File: src/rtl/telemetry_frame_sequencer.sv
// -----------------------------------------------------------------------------
// telemetry_frame_sequencer
//
// Owns the shared async_transmitter and emits one ASCII telemetry frame per
// trigger: "SS AAAA TT BB\r\n" (15 characters, uppercase hex). The fields are
// the frame sequence number, ADC word, DS18B20 temperature byte and
// bill-acceptor count. All field values are captured in one LOAD cycle, so the
// whole frame is a consistent snapshot even if the sensors update mid-frame.
//
// Parameters
//   FRAME_PERIOD  clock cycles between internal triggers (0 disables them)
//   ACK_TIMEOUT   cycles to wait for tx_busy to rise after tx_start before the
//                 character is treated as accepted (must be >= 1)
//
// Ports
//   CLK_10MHZ    in   1   system clock
//   rst_n        in   1   asynchronous reset, active low
//   enable       in   1   0 blocks new frames; a frame in progress completes
//   frame_req    in   1   one-cycle external trigger, ORed with the period trigger
//   adc_data     in  16   ADC sample, captured at LOAD
//   temperature  in   8   temperature byte, captured at LOAD
//   bill_count   in   8   bill-acceptor count, captured at LOAD
//   tx_busy      in   1   TxD_busy from async_transmitter
//   tx_start     out  1   TxD_start, one-cycle pulse per character
//   tx_data      out  8   TxD_data, stable from tx_start until the char completes
//   frame_busy   out  1   high from LOAD through the end of the last character
//   frame_done   out  1   one-cycle pulse after the LF character completes
//   overrun_cnt  out  8   saturating count of triggers dropped while pending
// -----------------------------------------------------------------------------
`timescale 1ns/1ps

module telemetry_frame_sequencer #(
    parameter int FRAME_PERIOD = 10000,
    parameter int ACK_TIMEOUT  = 15
) (
    input  logic        CLK_10MHZ,
    input  logic        rst_n,
    input  logic        enable,
    input  logic        frame_req,
    input  logic [15:0] adc_data,
    input  logic [7:0]  temperature,
    input  logic [7:0]  bill_count,
    input  logic        tx_busy,
    output logic        tx_start,
    output logic [7:0]  tx_data,
    output logic        frame_busy,
    output logic        frame_done,
    output logic [7:0]  overrun_cnt
);

    localparam int PW = (FRAME_PERIOD > 1) ? $clog2(FRAME_PERIOD) : 1;
    localparam int AW = (ACK_TIMEOUT > 1) ? $clog2(ACK_TIMEOUT) : 1;
    localparam logic [3:0] LAST_IDX = 4'd14;

    typedef enum logic [2:0] {
        S_IDLE,
        S_LOAD,
        S_SEND,
        S_ACK,
        S_DONE
    } state_t;

    state_t          r_state;
    state_t          w_state_nxt;
    logic [PW-1:0]   r_period_cnt;
    logic [AW-1:0]   r_ack_cnt;
    logic [3:0]      r_idx;
    logic [7:0]      r_seq;
    logic            r_pending;
    logic [7:0]      r_overrun;
    logic [15:0]     r_adc_s;
    logic [7:0]      r_temp_s;
    logic [7:0]      r_bill_s;

    logic            w_int_trig;
    logic            w_trig;
    logic            w_go;
    logic            w_char_done;
    logic            w_tx_start;
    logic            w_frame_done;
    logic [7:0]      w_char;

    function automatic logic [7:0] hex_char(input logic [3:0] n);
        return (n < 4'd10) ? (8'h30 + {4'h0, n}) : (8'h37 + {4'h0, n});
    endfunction

    // ------------------------------------------------------------------
    // Trigger generation and acceptance
    // ------------------------------------------------------------------
    assign w_int_trig = (FRAME_PERIOD != 0) && (r_period_cnt == PW'(FRAME_PERIOD - 1));
    // A coincident frame_req and period wrap collapse into one trigger here.
    assign w_trig     = frame_req | w_int_trig;
    assign w_go       = (r_state == S_IDLE) && enable && (w_trig || r_pending);
    assign frame_busy = (r_state != S_IDLE);

    // NOTE: every register, including the field shadow copies, sits on the
    // async reset so a mid-frame reset leaves nothing stale behind; all
    // sequential state is updated with non-blocking assignments only.
    always_ff @(posedge CLK_10MHZ or negedge rst_n) begin
        if (!rst_n) begin
            r_period_cnt <= '0;
        end else if ((FRAME_PERIOD == 0) || w_int_trig) begin
            r_period_cnt <= '0;
        end else begin
            r_period_cnt <= r_period_cnt + 1'b1;
        end
    end

    // A trigger during a frame is remembered once; any further trigger while
    // one is already remembered is lost and counted.
    always_ff @(posedge CLK_10MHZ or negedge rst_n) begin
        if (!rst_n) begin
            r_pending <= 1'b0;
            r_overrun <= '0;
        end else begin
            if (w_go) begin
                r_pending <= 1'b0;
            end else if (w_trig && frame_busy) begin
                r_pending <= 1'b1;
            end
            if (w_trig && r_pending && (r_overrun != 8'hFF)) begin
                r_overrun <= r_overrun + 1'b1;
            end
        end
    end

    // ------------------------------------------------------------------
    // Frame FSM
    // ------------------------------------------------------------------
    always_ff @(posedge CLK_10MHZ or negedge rst_n) begin
        if (!rst_n) begin
            r_state <= S_IDLE;
        end else begin
            r_state <= w_state_nxt;
        end
    end

    assign w_char_done = (r_state == S_DONE) && !tx_busy;

    // NOTE: defaults first so no path through the case leaves an output
    // unassigned and infers a latch.
    always_comb begin
        w_state_nxt  = r_state;
        w_tx_start   = 1'b0;
        w_frame_done = 1'b0;
        case (r_state)
            S_IDLE: begin
                if (w_go) begin
                    w_state_nxt = S_LOAD;
                end
            end
            S_LOAD: begin
                w_state_nxt = S_SEND;
            end
            S_SEND: begin
                if (!tx_busy) begin
                    w_tx_start  = 1'b1;
                    w_state_nxt = S_ACK;
                end
            end
            S_ACK: begin
                // A transmitter that never shows busy must not stall the frame.
                if (tx_busy || (r_ack_cnt == AW'(ACK_TIMEOUT - 1))) begin
                    w_state_nxt = S_DONE;
                end
            end
            S_DONE: begin
                if (w_char_done) begin
                    if (r_idx == LAST_IDX) begin
                        w_frame_done = 1'b1;
                        w_state_nxt  = S_IDLE;
                    end else begin
                        w_state_nxt  = S_SEND;
                    end
                end
            end
            default: begin
                w_state_nxt = S_IDLE;
            end
        endcase
    end

    // ------------------------------------------------------------------
    // Datapath: snapshot, character index, ACK timer, sequence number
    // ------------------------------------------------------------------
    always_ff @(posedge CLK_10MHZ or negedge rst_n) begin
        if (!rst_n) begin
            r_adc_s   <= '0;
            r_temp_s  <= '0;
            r_bill_s  <= '0;
            r_idx     <= '0;
            r_ack_cnt <= '0;
            r_seq     <= '0;
        end else begin
            if (r_state == S_LOAD) begin
                r_adc_s  <= adc_data;
                r_temp_s <= temperature;
                r_bill_s <= bill_count;
                r_idx    <= '0;
            end else if (w_char_done && (r_idx != LAST_IDX)) begin
                r_idx <= r_idx + 1'b1;
            end

            if (r_state == S_ACK) begin
                r_ack_cnt <= r_ack_cnt + 1'b1;
            end else begin
                r_ack_cnt <= '0;
            end

            // r_seq only changes as a frame ends, so it needs no shadow copy.
            if (w_frame_done) begin
                r_seq <= r_seq + 1'b1;
            end
        end
    end

    always_comb begin
        w_char = 8'h00;
        case (r_idx)
            4'd0:    w_char = hex_char(r_seq[7:4]);
            4'd1:    w_char = hex_char(r_seq[3:0]);
            4'd3:    w_char = hex_char(r_adc_s[15:12]);
            4'd4:    w_char = hex_char(r_adc_s[11:8]);
            4'd5:    w_char = hex_char(r_adc_s[7:4]);
            4'd6:    w_char = hex_char(r_adc_s[3:0]);
            4'd8:    w_char = hex_char(r_temp_s[7:4]);
            4'd9:    w_char = hex_char(r_temp_s[3:0]);
            4'd11:   w_char = hex_char(r_bill_s[7:4]);
            4'd12:   w_char = hex_char(r_bill_s[3:0]);
            4'd2,
            4'd7,
            4'd10:   w_char = 8'h20;
            4'd13:   w_char = 8'h0D;
            4'd14:   w_char = 8'h0A;
            default: w_char = 8'h00;
        endcase
    end

    // ------------------------------------------------------------------
    // Outputs
    // ------------------------------------------------------------------
    assign tx_start    = w_tx_start;
    assign frame_done  = w_frame_done;
    assign overrun_cnt = r_overrun;
    // r_idx is constant from SEND through DONE, which keeps tx_data stable
    // for the whole character.
    assign tx_data     = ((r_state == S_SEND) || (r_state == S_ACK) || (r_state == S_DONE))
                         ? w_char : 8'h00;

endmodule

File: config.mk
export PLATFORM = sky130hd
export DESIGN_NAME = telemetry_frame_sequencer
export DESIGN_NICKNAME = d
export VERILOG_FILES = /design/src/rtl/telemetry_frame_sequencer.sv
export SDC_FILE = /design/constraint.sdc
export NUM_CORES = 1
export LEC_CHECK = 0
export BUFFER_PORTS_ARGS = -buffer_cell sky130_fd_sc_hd__buf_2
export CAP_MARGIN = 0
export CORE_ASPECT_RATIO = 0.6
export CORE_MARGIN = 10
export CORE_UTILIZATION = 40
export DETAILED_ROUTE_END_ITERATION = 8
export PLACE_DENSITY_LB_ADDON = 0.25
export SLEW_MARGIN = 15
export SYNTH_ARGS = -nofsm -noshare
export SYNTH_HDL_FRONTEND = slang
export SYNTH_SLANG_ARGS = --single-unit
export TNS_END_PERCENT = 5
File: constraint.sdc
create_clock -name CLK_10MHZ -period 2.2 [get_ports CLK_10MHZ]
set_input_delay 0.22 -clock CLK_10MHZ [delete_from_list [all_inputs] [get_ports CLK_10MHZ]]
set_output_delay 0.22 -clock CLK_10MHZ [all_outputs]
set_load 0.03 [all_outputs]
==> flow_metrics.env <==
export IMPL_status="finished, violations left"
export IMPL_failed_checks="setup timing"
export IMPL_path_cells="buf_4, ha_4, nand2_2, buf_4, o22ai_2, a311oi_2, a21oi_2, buf_4"
export IMPL_seq_area_frac_synth_pct=40.7
export IMPL_synth_seq_cells=74
export IMPL_wl_per_cell_um=17.3
export IMPL_maxCapViolCount=0
export IMPL_finalWeightedCongestion=0.943
export IMPL_antenna_found_initial=0
export IMPL_critPathTopFamily="compound AO/OA/AOI/OAI gates"
export IMPL_pre_cts_ws_ns=0.00877
export IMPL_vias=4147
export IMPL_finalCritPeriodShare_pct=104
export IMPL_grt_pass1_wl_um=21600
export IMPL_root_buffer="clkbuf_16"
export IMPL_max_freq_mhz=437
export IMPL_drt_vias_per_instance=5.36
export IMPL_hold_depth=3
export IMPL_ir_drop_mv=0.599
export IMPL_cp_end_kind="output port"
export IMPL_coreArea_sq_um=11200
export IMPL_row_count=30
export IMPL_min_period_ns=2.29
export IMPL_min_path_type="input pin to register"
export IMPL_place_inst=731
export IMPL_yosys_area_top_type="dfrtp_1"
export IMPL_setup_slack_ns=-0.0893
export IMPL_synth_edf_count=0
export IMPL_dieHeight_um=103
export IMPL_dr_pass1_iters=5
export IMPL_critPathLaunchType="register"
export IMPL_first_global_vias=4087
export IMPL_setup_viol=7
export IMPL_cp_max_fo=7
export IMPL_io_buffers=54
export IMPL_synthTopCellsByArea="dfrtp_1 (41%), ha_1 (5.5%), o21ai_0 (5.1%), xnor2_1 (5.0%), nand2_1 (4.9%)"
export IMPL_syn2layout_area_growth_pct=35.5
export IMPL_cts_buffers=9
export IMPL_r2r_end="r_seq[0]$_DFFE_PN0P_"
export IMPL_worst_pin_slew_ns=0.522
export IMPL_place_area_sq_um=5280
export IMPL_clkSinkCount=74
export IMPL_drt_initial_drc_count=317
export IMPL_dr_wl_met2_um=5610
export IMPL_r2r_slack_ns=0.05
export IMPL_cp_buffers_inverters=3
export IMPL_min_to="r_adc_s[8]$_DFFE_PN0P_"
export IMPL_path_common_cell="buf_4"
export IMPL_synth_flop_cell="dfrtp_1"
export IMPL_instances_no_fill=773
export IMPL_io_pins=56
export IMPL_async_reset_ff_share_pct=100
export IMPL_tns_ns=-0.449
export IMPL_yosysMostFrequentCell="dfrtp_1"
export IMPL_final_area_sq_um=6170
export IMPL_syn_inst=511
export IMPL_synth_area_per_cell_sq_um=8.91
export IMPL_crit_required_ns=1.98
export IMPL_min_from="adc_data[8]"
export IMPL_clk_path_buf_depth=2
export IMPL_synthTopCellsByCount="dfrtp_1 (74), nand2_1 (59), o21ai_0 (46)"
export IMPL_r2r_start="r_seq[0]$_DFFE_PN0P_"
export IMPL_netlist_cell_type_count=54
export IMPL_wl_um=13300
export IMPL_syn_nets=568
export IMPL_relSlewSlack_pct=65.2
export IMPL_diodes=0
export IMPL_syn_area_sq_um=4550
export IMPL_yosysWarnings=0
export IMPL_die_w_um=158
export IMPL_arrival_ns=2.07
export IMPL_nets=681
export IMPL_clk_pin_slew_ns=0.06
export IMPL_cts_tree="yes"
export IMPL_die_area_sq_um=16200
export IMPL_hold_viol=0
export IMPL_yosysTopAreaCellShare_pct=40.7
export IMPL_drive_gt1_share_pct=36.4
export IMPL_ant_nets=0
export IMPL_grtUsageTotal_pct=17.0
export IMPL_met1_length_um=6690
export IMPL_cp_slowest_cell="dfrtp_2"
export IMPL_reg2regPathDepth=15
export IMPL_top_layer_used="met4"
export IMPL_grt_max_degree=75
export IMPL_route_met3_wl_um=958
export IMPL_htreeDepth=3
export IMPL_crit_type="register to output port"
export IMPL_rsz0062_at_grt="true"
export IMPL_leakage_uw=0.00265
export IMPL_dpl_hpwl_um=9700
export IMPL_slowest_delay_ns=0.44
export IMPL_insertion_delay_ns=0.34
export IMPL_overflow=0
export IMPL_skew_ns=0.00459
export IMPL_route_detailed_drc=0
export IMPL_start_util_pct=40.6
export IMPL_power_density_nw_per_um2=1180
export IMPL_final_max_slew_viol_count=0
==> worst max-delay path by stage <==
| stage | from | to | cells after the start |
|---|---|---|---|
| finish | r_idx[1]$_DFFE_PN0P_ | tx_data[6] | 8 |
| global route | r_adc_s[13]$_DFFE_PN0P_ | tx_data[6] | 8 |
| CTS | r_seq[0]$_DFFE_PN0P_ | tx_data[2] | 8 |
| detailed placement | r_idx[0]$_DFFE_PN0P_ | tx_data[1] | 8 |
| global placement | r_idx[0]$_DFFE_PN0P_ | tx_data[5] | 8 |
| floorplan | r_idx[0]$_DFFE_PN0P_ | tx_data[3] | 7 |
==> metrics by stage <==
stage	utilization [%]	hold WS, ns	power (uW)
floorplan	-	-0.0756	4170
global placement	47.0	0.277	5140
detailed placement	47.0	0.288	5230
CTS	54.3	0.0782	7160
global route	55.0	0.0961	7770
finish	55.0	0.0878	7260
==> logic make-up after synthesis <==
family                   count (synthesis)  share of synthesized area, %
other                                    1                        0.0823
buffers and inverters                   55                          4.70
AND/OR/NAND/NOR                        185                          21.3
XOR/XNOR                                40                          7.69
multiplexers                            17                          4.20
adder cells (fa/ha/maj)                 20                          5.49
flip-flops                              74                          40.7
AO/OA/AOI/OAI                          119                          15.9
==> where the power goes <==
group | leakage, uW | internal, uW | switching (uW)
registers | 0.000923 | 1780 | 538
logic | 0.00160 | 1600 | 1970
clock network | 0.000129 | 766 | 601
total | 0.00265 | 4150 | 3110
==> routing by layer <==
metal	GRT usage, %	vias up
met3	4.92	9
met1	24.6	1975
li1	-	2045
met5	0	-
met4	3.51	0
met2	24.3	118
==> registers in the layout (all words and copies together) (netlist names) <==
name          cells
overrun_cnt       8
r_ack_cnt         4
r_bill_s          8
r_state           3
r_seq             8
r_temp_s          8
r_idx             4
r_adc_s          16
r_period_cnt     14
r_pending         1
==> worst register-to-register path: cells and delay by family (launching register included) <==
kind / cells / cell delay (ns)
xor+xnor: 1 / 0.11
flops: 1 / 0.38
buf+inv: 14 / 1.56
==> final cells by class <==
class | count | area, sq um
clock buffer | 10 | 229
clock inverter | 6 | 42.5
fill | 1026 | 5050
inverter | 33 | 131
multi-input combinational | 382 | 2850
sequential | 74 | 1860
tap | 144 | 180
timing repair buffer | 124 | 882
==> placed cells by master, fill, tap and decap left out, drive strengths merged, types with 5 or more instances in the layout <==
cell type / synthesis / layout
o22ai: 10 / 10
inv: 33 / 34
a31oi: 5 / 5
or3: 5 / 5
a21oi: 26 / 26
nand4: 12 / 12
nand2: 59 / 59
nand3: 22 / 22
clkbuf: 18 / 10
o21ai: 46 / 46
buf: 4 / 123
ha: 20 / 20
a211oi: 7 / 7
nor3: 10 / 10
and4b: 6 / 6
nor2b: 12 / 12
xnor2: 26 / 26
xor2: 14 / 14
dfrtp: 74 / 74
nor2: 37 / 37
mux2: 17 / 17
==> timing repair <==
item                                    in CTS  in global routing
buffers inserted                            26                  3
hold buffers                                 1                  0
pin swaps                                   21                 10
gates resized for setup                    103                 21
endpoints found under the setup margin       8                  9
endpoints found under the hold margin       74                  0
Power figures use the tool's default switching activity.
